==> src/rtl/frame_stream_arbiter.sv <==
// frame_stream_arbiter: merges two framed 32-bit sources into one stream.
// Grants are frame-atomic. Contention is resolved by a 1-bit round-robin pointer.
// The output register adds one cycle of latency and sustains one beat per cycle.
// Optional build macro FRAME_ARB_TIMEOUT_EN adds a mid-frame stall watchdog.
// On expiry the watchdog closes the frame with a 32'hDEAD000X marker beat.
module frame_stream_arbiter #(
  parameter int TIMEOUT_CYCLES = 1024
) (
  input  logic        clk,
  input  logic        reset,
  input  logic [31:0] s0_data,
  input  logic        s0_valid,
  input  logic        s0_last,
  output logic        s0_ready,
  input  logic [31:0] s1_data,
  input  logic        s1_valid,
  input  logic        s1_last,
  output logic        s1_ready,
  output logic [31:0] m_tdata,
  output logic        m_tvalid,
  output logic        m_tlast,
  input  logic        m_tready,
  output logic [15:0] frame_cnt0,
  output logic [15:0] frame_cnt1,
  output logic [7:0]  abort_cnt
);

  typedef enum logic [1:0] {
    IDLE   = 2'd0,
    GRANT0 = 2'd1,
    GRANT1 = 2'd2
  } state_e;

  state_e      state_q, state_d;
  logic        rr_q, rr_d;
  logic [31:0] m_tdata_q, m_tdata_d;
  logic        m_tvalid_q, m_tvalid_d;
  logic        m_tlast_q, m_tlast_d;
  logic [15:0] frame_cnt0_q, frame_cnt0_d;
  logic [15:0] frame_cnt1_q, frame_cnt1_d;

  logic        granted_s;
  logic        src_s;
  logic        g_valid_s;
  logic        g_last_s;
  logic [31:0] g_data_s;
  logic        out_free_s;
  logic        accept_s;
  logic        abort_s;

  // The granted source is multiplexed once so both grant states share one datapath.
  assign granted_s  = (state_q == GRANT0) || (state_q == GRANT1);
  assign src_s      = (state_q == GRANT1);
  assign g_valid_s  = src_s ? s1_valid : s0_valid;
  assign g_last_s   = src_s ? s1_last  : s0_last;
  assign g_data_s   = src_s ? s1_data  : s0_data;
  assign out_free_s = !m_tvalid_q || m_tready;
  assign accept_s   = granted_s && g_valid_s && out_free_s;

  // Ready follows the output register's room, so a stalled sink stalls the source in the same cycle.
  assign s0_ready = (state_q == GRANT0) && out_free_s;
  assign s1_ready = (state_q == GRANT1) && out_free_s;

`ifdef FRAME_ARB_TIMEOUT_EN
  localparam int TO_W = $clog2(TIMEOUT_CYCLES + 1);
  localparam logic [TO_W-1:0] TO_LIMIT = TO_W'(TIMEOUT_CYCLES);

  logic [TO_W-1:0] idle_cnt_q, idle_cnt_d;
  logic [7:0]      abort_cnt_q, abort_cnt_d;

  // An abort needs the output register free so the marker beat never overwrites pending data.
  assign abort_s = granted_s && !g_valid_s && out_free_s && (idle_cnt_q == TO_LIMIT);

  // Watchdog next state: count stalled grant cycles, saturate the abort counter.
  always_comb begin
    idle_cnt_d  = idle_cnt_q;
    abort_cnt_d = abort_cnt_q;
    if (!granted_s || accept_s) begin
      idle_cnt_d = {TO_W{1'b0}};
    end else if (!g_valid_s && (idle_cnt_q != TO_LIMIT)) begin
      idle_cnt_d = idle_cnt_q + TO_W'(1);
    end else begin
      idle_cnt_d = idle_cnt_q;
    end
    if (abort_s && (abort_cnt_q != 8'hFF)) begin
      abort_cnt_d = abort_cnt_q + 8'd1;
    end else begin
      abort_cnt_d = abort_cnt_q;
    end
  end

  // Watchdog registers.
  always_ff @(posedge clk) begin
    if (reset) begin
      idle_cnt_q  <= {TO_W{1'b0}};
      abort_cnt_q <= 8'd0;
    end else begin
      idle_cnt_q  <= idle_cnt_d;
      abort_cnt_q <= abort_cnt_d;
    end
  end

  assign abort_cnt = abort_cnt_q;
`else
  assign abort_s   = 1'b0;
  assign abort_cnt = 8'd0;

  // TIMEOUT_CYCLES only matters to the watchdog; referencing it here keeps one parameter list for both builds.
  if (TIMEOUT_CYCLES < 1) begin : g_timeout_param_unused
  end
`endif

  // Arbitration, output register load/drain and per-source frame counting.
  always_comb begin
    state_d      = state_q;
    rr_d         = rr_q;
    m_tdata_d    = m_tdata_q;
    m_tlast_d    = m_tlast_q;
    m_tvalid_d   = m_tvalid_q && !m_tready;
    frame_cnt0_d = frame_cnt0_q;
    frame_cnt1_d = frame_cnt1_q;
    case (state_q)
      IDLE: begin
        if (s0_valid && s1_valid) begin
          state_d = rr_q ? GRANT1 : GRANT0;
        end else if (s0_valid) begin
          state_d = GRANT0;
        end else if (s1_valid) begin
          state_d = GRANT1;
        end else begin
          state_d = IDLE;
        end
      end
      GRANT0, GRANT1: begin
        if (accept_s) begin
          m_tdata_d  = g_data_s;
          m_tlast_d  = g_last_s;
          m_tvalid_d = 1'b1;
          if (g_last_s) begin
            state_d = IDLE;
            rr_d    = ~src_s;
            if (src_s) begin
              frame_cnt1_d = frame_cnt1_q + 16'd1;
            end else begin
              frame_cnt0_d = frame_cnt0_q + 16'd1;
            end
          end else begin
            state_d = state_q;
          end
        end else if (abort_s) begin
          m_tdata_d  = {16'hDEAD, 15'd0, src_s};
          m_tlast_d  = 1'b1;
          m_tvalid_d = 1'b1;
          rr_d       = ~rr_q;
          state_d    = IDLE;
        end else begin
          state_d = state_q;
        end
      end
      default: begin
        state_d = IDLE;
      end
    endcase
  end

  // State, pointer, output register and frame counters.
  always_ff @(posedge clk) begin
    if (reset) begin
      state_q      <= IDLE;
      rr_q         <= 1'b0;
      m_tdata_q    <= 32'd0;
      m_tvalid_q   <= 1'b0;
      m_tlast_q    <= 1'b0;
      frame_cnt0_q <= 16'd0;
      frame_cnt1_q <= 16'd0;
    end else begin
      state_q      <= state_d;
      rr_q         <= rr_d;
      m_tdata_q    <= m_tdata_d;
      m_tvalid_q   <= m_tvalid_d;
      m_tlast_q    <= m_tlast_d;
      frame_cnt0_q <= frame_cnt0_d;
      frame_cnt1_q <= frame_cnt1_d;
    end
  end

  assign m_tdata    = m_tdata_q;
  assign m_tvalid   = m_tvalid_q;
  assign m_tlast    = m_tlast_q;
  assign frame_cnt0 = frame_cnt0_q;
  assign frame_cnt1 = frame_cnt1_q;

endmodule

==> config.mk <==
export PLATFORM = sky130hd
export DESIGN_NAME = frame_stream_arbiter
export DESIGN_NICKNAME = d
export VERILOG_FILES = /design/src/rtl/frame_stream_arbiter.sv
export SDC_FILE = /design/constraint.sdc
export NUM_CORES = 1
export LEC_CHECK = 0
export ABC_CLOCK_PERIOD_IN_PS = 2400
export BUFFER_PORTS_ARGS = -buffer_cell sky130_fd_sc_hd__buf_4
export CAP_MARGIN = 30
export CORE_AREA = 2 2 90 92
export CTS_CLUSTER_DIAMETER = 50
export CTS_CLUSTER_SIZE = 25
export DETAILED_ROUTE_END_ITERATION = 8
export DIE_AREA = 0 0 92 94
export GPL_ROUTABILITY_DRIVEN = 1
export PLACE_DENSITY = 0.76
export RECOVER_POWER = 50
export SLEW_MARGIN = 10
export SYNTH_ARGS = -nofsm -noshare
export SYNTH_HDL_FRONTEND = slang
export SYNTH_SLANG_ARGS = --single-unit
==> constraint.sdc <==
create_clock -name clk -period 2.4 [get_ports clk]
set_input_delay 0.12 -clock clk [delete_from_list [all_inputs] [get_ports clk]]
set_output_delay 0.12 -clock clk [all_outputs]
set_load 0.05 [all_outputs]
; ---- Yosys cells after proc, flatten, opt, wreduce, memory -nomap -nowiden
; Cells that the tools add are included.
[op_classes]
add_sub_neg = 2
eq_ne = 4
n_reduce_logical = 17
n_mux = 12
bitwise_logic = 1
[op_table]
columns = cell, count
row1 = "16-bit by 1-bit adder with 16-bit output, second input constant", 2
row2 = 32-bit two-way mux, 1
row3 = 2-bit two-way mux, 6
row4 = 4-bit AND reduction, 2
row5 = 1-bit logical AND, 6
row6 = 1-bit two-way mux, 4
row7 = "2-bit inequality test, second input constant", 2
row8 = 2-bit case mux with 2 select lines, 1
row9 = 2-bit AND reduction, 2
row10 = 3-bit AND reduction, 1
row11 = "2-bit by 1-bit == test with 1-bit output, second input constant", 1
row12 = "2-bit == test, second input constant", 1
row13 = 1-bit logical NOT, 2
row14 = 2-bit logical NOT, 1
row15 = 1-bit logical OR, 2
row16 = 2-bit OR reduction, 1
row17 = 1-bit inverter, 1
[word_totals]
ff_bits = 69
input_bits = 71
out_inout_bits = 76

; ---- Longest topological paths before layout
; Gate-level depths: netlist (run 1).
[logic_depth]
depth_word = 6
ltp_mapped = 8
depth_no_buf = 6

; ---- Least setup slack after synthesis (run 1)
; OpenSTA, ideal clock, no wires.
[synth_path]
path_type = reg2reg
from = register frame_cnt1_q[0] (netlist: frame_cnt1[0])
to = register frame_cnt1_q[14] (netlist: frame_cnt1[14])
stages_incl_launch_ff = 7
arrival_ns = 2.084
required_time_ns = 2.329
setup_ns = 0.071
path_slack_ns = 0.245
cell_sequence = dfxtp_1 > ha_1 > nand4_1 > or3_1 > clkbuf_2 > or4_1 > a21oi_1
[synth_via]
elab_chain_cells = 1
[synth_lines]
columns = element, line_no
row1 = from (decl), 40  ; logic [15:0] frame_cnt1_q, frame_cnt1_d;
row2 = from (signal assigned), 183  ; frame_cnt1_q <= frame_cnt1_d;
row3 = 16-bit by 1-bit adder with 16-bit output, 143  ; frame_cnt1_d = frame_cnt1_q + 16'd1;
; Every way passes these cells.
; A chain may end at the register's enable or synchronous reset.

; ---- Final worst setup path (run 1)
[layout_path]
from = register state_q[0]
to = register frame_cnt0_q[7] (netlist: frame_cnt0[7])
[layout_via]
elab_chain_cells = 5
elab_cells_between_ends = 10
classes_between = eq/ne (2) / mux (2) / bitwise (1) / reduce/logical (5)
[layout_lines]
columns = element, line_no
row1 = from (decl), 34  ; state_e state_q, state_d;
row2 = from (signal assigned), 177  ; state_q <= state_d;
row3 = 2-bit == test or 2-bit by 1-bit == test with 1-bit output (tied branches), "52, 53, 122"
row4 = 1-bit two-way mux or 1-bit logical OR (tied branches), "54, 52"
row5 = 1-bit logical AND (2 in series), 58  ; assign accept_s = granted_s && g_valid_s && out_free_s;
row6 = 4-bit AND reduction (no source line) (*), -
row7 = to (signal assigned), 182  ; frame_cnt0_q <= frame_cnt0_d;
row8 = to (decl), 39  ; logic [15:0] frame_cnt0_q, frame_cnt0_d;
; Every way passes the cells marked *; elsewhere a longest branch is shown, timed or not.

==> Flow_metrics.wiki, run 1 <==
{| class="wikitable"
! Metric !! Value
|-
| Fraction of synthesized cell area taken by the top area cell type || 41.5%
|-
| Setup slack, reg-to-reg || 150 ps
|-
| Kind of launch point of the worst setup path || register
|-
| Area share of xor/xnor cells in the synthesized design || 1.31%
|-
| Most frequent cells in the layout || sky130_fd_sc_hd__buf_4, sky130_fd_sc_hd__dfxtp_1, sky130_fd_sc_hd__clkbuf_1
|-
| Die height || 94 um
|-
| Distinct cell type count after synthesis || 35
|-
| Max-cap viol count || 0
|-
| Result of the run || finished, final reports clean
|-
| Area share of and/or/nand/nor cells after synthesis || 21.1%
|-
| Dominant synthesized flop cell || sky130_fd_sc_hd__dfxtp_1
|-
| Setup violation total in the final timing report || 0
|-
| Standard-cell row count || 32
|-
| Post-synthesis area per instance || 8.98 um^2
|-
| Peak supply drop || 0.408 mV
|-
| Worst min-delay path class || input port to register
|-
| Data required, critical path || 2660 ps
|-
| Multiplexer area fraction after synthesis || 12.7%
|-
| Total of cells resized after clock tree synthesis || 0
|-
| Warnings from Yosys || 0
|-
| Number of nets in the finished design || 578
|-
| Number of cells produced by synthesis || 371
|-
| Number of stages on the worst hold path || 3
|-
| Sequential cell area || 1380 um^2
|-
| Post-synth EDFFs || 0
|-
| Placeable Area || 7610 um^2
|-
| Clock tree sinks || 69
|-
| Die width || 92 um
|-
| RSZ-0062 raised after global routing || no
|-
| PD cells || 711 nW/um^2
|-
| Total count of hold-check failures in the final report || 0
|-
| Wire length per cell after detailed routing || 14.0 um
|-
| Total of buffers placed on input and output ports || 138
|-
| Achievable clock frequency || 445 MHz
|-
| Number of global-route vias before repair || 3088
|-
| Clk Latency, worst-skew pair || 330 ps
|-
| Antenna violations before repair || 0
|-
| Number of vias after detailed routing || 3228
|-
| Flip-flop and latch count after synthesis || 69
|-
| Total number of H-tree levels || 3
|-
| Drt drc || 0
|-
| Biggest fanout along the worst timing path || 15
|-
| Fraction of final layout cells with drive strength greater than 1 || 20.2%
|-
| Routed vias/inst || 5.33
|-
| Aggregate routed wire length || 8.50 mm
|-
| Reg-to-reg critical path endpoint || frame_cnt0[7]
|-
| Clock tree from TritonCTS || yes
|-
| Maximum buffer depth of the clock tree || 2
|-
| Pin count of the biggest net entering global routing || 66
|-
| Synth async-reset ratio || 0%
|-
| Placer's final routability congestion estimate || 0.795
|-
| Cell type contributing the most total cell area after synthesis || sky130_fd_sc_hd__dfxtp_1
|-
| Synthesized-area fraction occupied by ao, oa, aoi and oai cells || 15.4%
|-
| Min cycle time layout || 2250 ps
|-
| Post-synthesis sequential area ratio || 41.5%
|-
| Post-Syn Area || 3330 um^2
|-
| Global-route wire length before repair || 14.1 mm
|-
| Starting density of the core || 43.8%
|-
| Clock tree skew after final layout || 9.69 ps
|-
| Detailed Place HPWL || 6.24 mm
|-
| Post-Synth Adder-Cell Area || 2.25%
|-
| Count of cells along the worst register-to-register path || 7
|-
| Leading cell type in the layout, fill and taps excluded || sky130_fd_sc_hd__buf_4
|-
| Kind of end point of the critical path || register
|-
| Actual slew at the worst max-slew pin || 652 ps
|-
| Area growth from synthesis to layout || 30.4%
|-
| Relative slew margins || 56.7%
|-
| Count of boundary I/O pins || 147
|-
| Number of iterations in the first detailed-routing pass || 6
|-
| Final Hold Slack || 76.7 ps
|-
| DIE AREA || 8650 um^2
|-
| Total CTS buffers || 9
|-
| Area of the multi-input gates || 1790 um^2
|-
| Number of buffers inserted for hold repair after clock tree synthesis || 0
|-
| Iteration-0 DRC count of the detailed router || 79
|-
| Max Slew Vio Count || 0
|-
| Most area-consuming cells after synthesis || sky130_fd_sc_hd__dfxtp_1, sky130_fd_sc_hd__mux2i_1, sky130_fd_sc_hd__a211oi_1
|-
| Overflow left after global routing || 0
|-
| Instance area after placement || 4400 um^2
|-
| Clock input transition at the sequential cells of the worst setup and hold paths || 70 ps
|-
| Worst Hold End || state_q[0]
|-
| Main combinational cell family by area after synthesis || simple AND/OR/NAND/NOR gates
|-
| Pleak || 0.00155 uW
|-
| Post-Route Utilization || 57.1%
|-
| Count of inserted antenna diode cells || 0
|-
| Global-route total usage across every layer || 20.2%
|-
| Class of the most critical setup path || register to register
|-
| Final-layout fill cell count || 757
|-
| CTS root buf || sky130_fd_sc_hd__clkbuf_8
|-
| Origin of the critical flop-to-flop path || state_q[0]
|-
| TNS Setup || 0 ps
|-
| Post-DRT Antenna Nets || 0
|-
| Post-route cell area || 4340 um^2
|-
| Final period utilization || 93.6%
|-
| Startpoint of the tightest hold check path || s0_valid
|-
| Data arrival time of the worst path || 2500 ps
|}
[report_power, final]
part,internal [uW],total (uW),switching (uW)
sequential,1240,1290,48.7
clock,497,911,414
combinational,262,892,630
total,2000,3090,1090
[registers in the layout (all words and copies together) (netlist names)]
name,count
m_tvalid,1
state_q,2
frame_cnt0,16
frame_cnt1,16
m_tdata,32
rr_q,1
m_tlast,1
[how the worst max path moves through the flow]
stage | start | end
3_5_place_dp | state_q[0] | frame_cnt1[15]
3_3_place_gp | state_q[0] | frame_cnt1[15]
6_report | state_q[0] | frame_cnt0[7]
2_1_floorplan | frame_cnt1[0] | frame_cnt1[14]
4_1_cts | state_q[0] | frame_cnt1[15]
5_1_grt | state_q[0] | m_tdata[11]
[per-stage QoR]
step	total power [uW]	setup slack, ps	cells
floorplan	1990	245	378
global placement	2270	305	590
detailed placement	2280	186	590
CTS	3190	134	604
global route	3250	7.51	606
finish	3090	155	606
[critical path, cell delays in order, from the launching register on]
cell and delay [ps]:
sky130_fd_sc_hd__dfxtp_1 380, sky130_fd_sc_hd__inv_1 90, sky130_fd_sc_hd__ha_2 250, sky130_fd_sc_hd__mux2_2 310, sky130_fd_sc_hd__nand3_1 220, sky130_fd_sc_hd__buf_4 260
sky130_fd_sc_hd__or4_1 500, sky130_fd_sc_hd__a21oi_1 170
[final cells by class]
type / instances / area share, %
clock buffers: 12 / 3.34
clock inverters: 2 / 0.806
inverters: 6 / 0.518
multi-input cells: 270 / 41.2
flip-flops and latches: 69 / 31.8
well taps: 102 / 2.94
repair buffers: 145 / 19.4
[timing repair]
item,CTS,global route
setup buffers,0,2
endpoints found under the hold margin,0,0
setup endpoints to repair,0,3
[cell usage after synthesis (2+ instances only)]
cell type and count:
sky130_fd_sc_hd__nand2b_1 3, sky130_fd_sc_hd__xnor2_1 3, sky130_fd_sc_hd__xor2_1 2, sky130_fd_sc_hd__a211oi_1 32, sky130_fd_sc_hd__mux2i_1 35, sky130_fd_sc_hd__or4_1 14, sky130_fd_sc_hd__buf_2 5, sky130_fd_sc_hd__buf_1 5
sky130_fd_sc_hd__and3_1 4, sky130_fd_sc_hd__dfxtp_1 69, sky130_fd_sc_hd__clkbuf_1 13, sky130_fd_sc_hd__nand3_1 13, sky130_fd_sc_hd__inv_1 6, sky130_fd_sc_hd__and3_2 2, sky130_fd_sc_hd__nor2_1 43, sky130_fd_sc_hd__a21oi_1 24
sky130_fd_sc_hd__o21ai_0 8, sky130_fd_sc_hd__or3_1 8, sky130_fd_sc_hd__nand4_1 11, sky130_fd_sc_hd__nand2_1 14, sky130_fd_sc_hd__o31ai_1 14, sky130_fd_sc_hd__and4_1 4, sky130_fd_sc_hd__and2_1 2, sky130_fd_sc_hd__mux2_2 5
sky130_fd_sc_hd__nor4_1 4, sky130_fd_sc_hd__ha_1 6, sky130_fd_sc_hd__buf_4 9, sky130_fd_sc_hd__nor2b_1 6
[routing by layer]
layer	part of all wire, %	track usage [%]	vias up
met1	42	24.0	1490
met3	7.6	6.10	7
li1	-	-	1616
met5	0	0	-
met4	0.94	6.47	0
met2	50	35.0	115
[logic make-up (layout without fill, tap and decap cells)]
kind of cell             count (synthesis)  in the layout
AND/OR/NAND/NOR                        131            131
AO/OA/AOI/OAI                           79             79
buffers and inverters                   39            165
adder cells (fa/ha/maj)                  6              6
other                                    1              8
flip-flops                              69             69
multiplexers                            41             41
XOR/XNOR                                 5              5
(Power assumes the default switching activity.)
==> run 2: changes to the inputs <==
--- a/config.mk
+++ b/config.mk
@@ -5,16 +5,18 @@
 export SDC_FILE = /design/constraint.sdc
 export NUM_CORES = 1
 export LEC_CHECK = 0
-export ABC_CLOCK_PERIOD_IN_PS = 2400
+export ABC_CLOCK_PERIOD_IN_PS = 2700
 export BUFFER_PORTS_ARGS = -buffer_cell sky130_fd_sc_hd__buf_4
 export CAP_MARGIN = 30
-export CORE_AREA = 2 2 90 92
+export CELL_PAD_IN_SITES_DETAIL_PLACEMENT = 0
+export CELL_PAD_IN_SITES_GLOBAL_PLACEMENT = 1
+export CORE_AREA = 2 2 98 100
 export CTS_CLUSTER_DIAMETER = 50
 export CTS_CLUSTER_SIZE = 25
 export DETAILED_ROUTE_END_ITERATION = 8
-export DIE_AREA = 0 0 92 94
+export DIE_AREA = 0 0 100 102
 export GPL_ROUTABILITY_DRIVEN = 1
-export PLACE_DENSITY = 0.76
+export PLACE_DENSITY = 0.86
 export RECOVER_POWER = 50
 export SLEW_MARGIN = 10
 export SYNTH_ARGS = -nofsm -noshare
==> constraint.sdc (replaced) <==
create_clock -name clk -period 2.7 [get_ports clk]
set_input_delay 0.135 -clock clk [delete_from_list [all_inputs] [get_ports clk]]
set_output_delay 0.135 -clock clk [all_outputs]
set_load 0.05 [all_outputs]
==> Flow_metrics.wiki, run 2 (synthesis results as in run 1) <==
{| class="wikitable"
! Metric !! Value
|-
| Count of boundary I/O pins || 147
|-
| Placeable Area || 9110 um^2
|-
| Routed wl met3 || 660 um
|-
| DIE AREA || 10200 um^2
|-
| Maximum buffer depth of the clock tree || 2
|-
| RSZ-0062 raised after global routing || no
|-
| Data arrival time of the worst path || 2600 ps
|-
| Post-DRT Antenna Nets || 0
|-
| PD cells || 623 nW/um^2
|-
| Aggregate routed wire length || 8.33 mm
|-
| Starting density of the core || 36.6%
|-
| Area growth from synthesis to layout || 30.3%
|-
| Number of buffers inserted for hold repair after clock tree synthesis || 0
|-
| Global-route wire length before repair || 13.7 mm
|-
| Detailed Place HPWL || 6.13 mm
|-
| Placement-stage worst setup slack || 353 ps
|-
| Clock tree from TritonCTS || yes
|-
| CTS root buf || sky130_fd_sc_hd__clkbuf_8
|-
| Die width || 100 um
|-
| Critical path launch point || state_q[0]
|-
| Number of global-route vias before repair || 2963
|-
| Pleak || 0.00154 uW
|-
| Antenna violations before repair || 0
|-
| Iteration-0 DRC count of the detailed router || 76
|-
| Routed wl met2 || 4.00 mm
|-
| Clk Latency, worst-skew pair || 330 ps
|-
| Worst Hold End || state_q[0]
|-
| Routed vias/inst || 5.18
|-
| Min setup slack post-route || 359 ps
|-
| Total count of hold-check failures in the final report || 0
|-
| TNS Setup || 0 ps
|-
| Worst min-delay path class || input port to register
|-
| Max reg flops || 32
|-
| Final period utilization || 86.7%
|-
| Number of vias after detailed routing || 3178
|-
| Clock tree sinks || 69
|-
| Total of cells resized after clock tree synthesis || 0
|-
| Pin count of the biggest net entering global routing || 75
|-
| Actual slew at the worst max-slew pin || 763 ps
|-
| Count of inserted antenna diode cells || 0
|-
| Wire length per cell after detailed routing || 13.6 um
|-
| Standard-cell row count || 35
|-
| Clock input transition at the sequential cells of the worst setup and hold paths || 70 ps
|-
| Number of stages on the worst hold path || 3
|-
| Biggest fanout along the worst timing path || 13
|-
| Origin of the critical flop-to-flop path || state_q[0]
|-
| Total CTS buffers || 9
|-
| Most frequent cells in the layout || sky130_fd_sc_hd__buf_4, sky130_fd_sc_hd__dfxtp_1, sky130_fd_sc_hd__clkbuf_1
|-
| Reg-to-reg critical path endpoint || frame_cnt1[15]
|-
| Class of the most critical setup path || register to register
|-
| Topmost layer with routed signal wires || met4
|-
| Post-CTS Setup Repair Bufs || 0
|-
| Relative slew margins || 49.1%
|-
| Total design power || 2700 uW
|-
| Startpoint of the tightest hold check path || s0_valid
|-
| Min cycle time layout || 2340 ps
|-
| Leading cell type in the layout, fill and taps excluded || sky130_fd_sc_hd__buf_4
|-
| Kind of launch point of the worst setup path || register
|-
| Total number of H-tree levels || 3
|-
| Setup violation total in the final timing report || 0
|-
| Number of iterations in the first detailed-routing pass || 4
|-
| Global-route total usage across every layer || 16.7%
|-
| Number of nets in the finished design || 575
|-
| Routed metal-1 wirelength || 3.59 mm
|-
| Achievable clock frequency || 427 MHz
|-
| Setup slack, reg-to-reg || 360 ps
|-
| Total of buffers placed on input and output ports || 138
|-
| Max-cap viol count || 0
|-
| Drt drc || 0
|-
| Clock tree skew after final layout || 4.99 ps
|-
| Result of the run || finished, final reports clean
|-
| Count of cells along the worst register-to-register path || 6
|-
| Peak supply drop || 0.232 mV
|-
| Overflow left after global routing || 0
|-
| Placer's final routability congestion estimate || 0.725
|-
| Data required, critical path || 2960 ps
|-
| Max Slew Vio Count || 0
|-
| Kind of end point of the critical path || register
|-
| Fraction of final layout cells with drive strength greater than 1 || 19.7%
|-
| Die height || 102 um
|}
-- run 2: worst max-delay path by stage --
stage,end,cells past startpoint
global route,frame_cnt1[15],6
finish,frame_cnt1[15],6
global placement,frame_cnt1[15],6
floorplan,frame_cnt1[14],6
CTS,frame_cnt1[15],6
detailed placement,frame_cnt1[15],6
-- run 2: worst max-delay path: stages, from the launching register on --
cell	delay, ps
sky130_fd_sc_hd__dfxtp_1	380
sky130_fd_sc_hd__inv_1	80
sky130_fd_sc_hd__ha_1	430
sky130_fd_sc_hd__and3_2	270
sky130_fd_sc_hd__nand4_1	370
sky130_fd_sc_hd__or4_1	600
sky130_fd_sc_hd__a21oi_1	140
-- run 2: layer usage --
metal,vias to the layer above,track usage [%]
met5,-,0
met4,0,5.27
met3,8,5.95
met2,111,27.4
met1,1445,20.6
li1,1614,-
-- run 2: per-stage QoR --
step | util, % | instances | cell area (um^2) | hold WS, ps
global placement | 48.4 | 598 | 4410 | 447
finish | 47.7 | 613 | 4340 | 101
detailed placement | 48.4 | 598 | 4410 | 449
CTS | 50.4 | 613 | 4590 | 90.9
floorplan | - | 378 | 3360 | 289
global route | 47.7 | 613 | 4340 | 94.7
-- run 2: where the power goes --
| part | switching [uW] | internal [uW] | leakage (uW) |
|---|---|---|---|
| logic | 556 | 235 | 0.000890 |
| clock network | 364 | 404 | 0.0000926 |
| registers | 43.3 | 1100 | 0.000560 |
| total | 963 | 1740 | 0.00154 |
-- run 2: final cells by class --
cell class,instances,area [um^2]
Sequential cell,69,1380
Clock inverter,1,5.00
Timing Repair Buffer,142,831
Clock buffer,14,173
Multi-Input combinational cell,270,1790
Inverter,6,22.5
Tap cell,111,139
Fill cell,928,4770
==> run 3: changes to the inputs <==
--- a/config.mk
+++ b/config.mk
@@ -5,7 +5,7 @@
 export SDC_FILE = /design/constraint.sdc
 export NUM_CORES = 1
 export LEC_CHECK = 0
-export ABC_CLOCK_PERIOD_IN_PS = 2700
+export ABC_CLOCK_PERIOD_IN_PS = 2950
 export BUFFER_PORTS_ARGS = -buffer_cell sky130_fd_sc_hd__buf_4
 export CAP_MARGIN = 30
 export CELL_PAD_IN_SITES_DETAIL_PLACEMENT = 0
==> constraint.sdc (replaced) <==
create_clock -name clk -period 2.95 [get_ports clk]
set_input_delay 0.1475 -clock clk [delete_from_list [all_inputs] [get_ports clk]]
set_output_delay 0.1475 -clock clk [all_outputs]
set_load 0.05 [all_outputs]
==> Flow_metrics.wiki, run 3 (synthesis results as in run 1) <==
{| class="wikitable"
! Metric !! Value
|-
| Result of the run || finished, final reports clean
|-
| Kind of launch point of the worst setup path || register
|-
| Post-CTS Setup Repair Bufs || 0
|-
| Wire length per cell after detailed routing || 13.5 um
|-
| Detailed Place HPWL || 6.06 mm
|-
| RSZ-0062 raised after global routing || no
|-
| Pin count of the biggest net entering global routing || 75
|-
| Total count of hold-check failures in the final report || 0
|-
| Most frequent cells in the layout || sky130_fd_sc_hd__buf_4, sky130_fd_sc_hd__dfxtp_1, sky130_fd_sc_hd__clkbuf_1
|-
| Internal power summed over all cells || 1600 uW
|-
| Number of buffers inserted for hold repair after clock tree synthesis || 0
|-
| TNS Setup || 0 ps
|-
| Setup violation total in the final timing report || 0
|-
| Biggest fanout along the worst timing path || 13
|-
| Area growth from synthesis to layout || 30.0%
|-
| Placer's final routability congestion estimate || 0.730
|-
| Total of cells resized after clock tree synthesis || 0
|-
| Number of nets in the finished design || 575
|-
| Pleak || 0.00154 uW
|-
| Fraction of final layout cells with drive strength greater than 1 || 19.8%
|-
| Peak supply drop || 0.248 mV
|-
| Clock tree skew after final layout || 6.97 ps
|-
| Achievable clock frequency || 423 MHz
|-
| Kind of end point of the critical path || register
|-
| Portion of total power attributed to the clock network || 28.7%
|-
| Cell breakdown of the critical path || inv_1 > ha_1 > and3_2 > nand4_1 > or4_1 > a21oi_1
|-
| Relative slew margins || 49.0%
|-
| Class of the most critical setup path || register to register
|-
| Max reg flops || 32
|-
| Maximum buffer depth of the clock tree || 2
|-
| Overflow left after global routing || 0
|-
| Slowest cell on crit path || sky130_fd_sc_hd__or4_1
|-
| Clock tree sinks || 69
|-
| Max Slew Vio Count || 0
|-
| CTS root buf || sky130_fd_sc_hd__clkbuf_8
|-
| Aggregate routed wire length || 8.29 mm
|-
| Number of vias after detailed routing || 3130
|-
| Count of boundary I/O pins || 147
|-
| Antenna violations before repair || 0
|-
| Worst min-delay path class || input port to register
|-
| Clock input transition at the sequential cells of the worst setup and hold paths || 70 ps
|-
| Part of the power in combinational logic || 29.0%
|-
| Actual slew at the worst max-slew pin || 765 ps
|-
| Clk Latency, worst-skew pair || 330 ps
|-
| Min setup slack post-route || 584 ps
|-
| Count of inserted antenna diode cells || 0
|-
| Global-route total usage across every layer || 16.7%
|-
| Total CTS buffers || 9
|-
| Max-cap viol count || 0
|-
| Number of iterations in the first detailed-routing pass || 4
|-
| Final period utilization || 80.2%
|-
| Placeable Area || 9110 um^2
|-
| Post-route cell area || 4330 um^2
|-
| Die height || 102 um
|-
| Global-route wire length before repair || 13.6 mm
|-
| Data required, critical path || 3210 ps
|-
| Slowest stage delay, CP || 610 ps
|-
| Die width || 100 um
|-
| Total of buffers placed on input and output ports || 138
|-
| Clock tree from TritonCTS || yes
|-
| Instance area after placement || 4400 um^2
|-
| Drt drc || 0
|-
| Placement-stage worst setup slack || 604 ps
|-
| PD cells || 571 nW/um^2
|-
| Number of global-route vias before repair || 2905
|-
| DIE AREA || 10200 um^2
|-
| Sw frac || 35.2%
|-
| Leading cell type in the layout, fill and taps excluded || sky130_fd_sc_hd__buf_4
|-
| Total number of H-tree levels || 3
|-
| Net switching power figure || 871 uW
|-
| Data arrival time of the worst path || 2630 ps
|-
| Post-DRT Antenna Nets || 0
|-
| Min cycle time layout || 2370 ps
|-
| Starting density of the core || 36.6%
|-
| Iteration-0 DRC count of the detailed router || 64
|-
| Share of power burned in registers || 42.3%
|-
| Final Hold Slack || 116 ps
|-
| Routed vias/inst || 5.11
|-
| Standard-cell row count || 35
|}
## run 3: cell count changes in the layout (fill, tap and decap cells not counted)
cell / change
sky130_fd_sc_hd__and2_1: +1
sky130_fd_sc_hd__clkbuf_8: +1
sky130_fd_sc_hd__clkbuf_1: -1
sky130_fd_sc_hd__buf_12: -1
sky130_fd_sc_hd__and2_0: -1
## run 3: path summary, 6_finish.rpt
path / from / endpoint / slack [ps] / cells past startpoint
worst max-delay path: state_q[0] / frame_cnt1[15] / 580 / 6
worst min-delay path: s0_valid / state_q[0] / 120 / 3
worst max register to register: state_q[0] / frame_cnt1[15] / 580 / 6
worst min register to register: m_tlast / m_tlast / 450 / 2
## run 3: through the flow
stage / total power (uW) / cells / utilization (%)
after floorplan: 1620 / 378 / -
after global placement: 1850 / 598 / 48.3
after detailed placement: 1850 / 598 / 48.3
after CTS: 2580 / 612 / 50.3
after global routing: 2620 / 612 / 47.5
final: 2470 / 612 / 47.5
## run 3: worst max-delay path, delay by kind of cell (launching register included)
family / cells / cell delay [ps]
adders and majority gates: 1 / 430
DFF: 1 / 380
and+or+nand+nor: 3 / 1260
AOI/OAI and AO/OA: 1 / 140
buffers and inverters: 1 / 80
## run 3: per-layer routing
metal	global-route usage (%)	vias to the layer above	share of wire (%)
met3	5.95	6	7.6
met5	0	-	0
met1	20.0	1416	44
met2	28.1	103	47
met4	5.37	0	1.1
li1	-	1605	-
## run 3: area by class of cell
cell class | instances | area (um^2)
Sequential cell | 69 | 1380
Timing Repair Buffer | 142 | 815
Inverter | 6 | 22.5
Clock inverter | 1 | 5.00
Tap cell | 111 | 139
Fill cell | 931 | 4780
Multi-Input combinational cell | 270 | 1790
Clock buffer | 13 | 179
## run 3: power by group through the flow
stage	clock (uW)	combinational, uW	sequential (uW)
CTS	745	787	1050
finish	710	717	1050
global route	785	780	1060
detailed placement	0	786	1070
global placement	0	781	1070
floorplan	0	311	1300
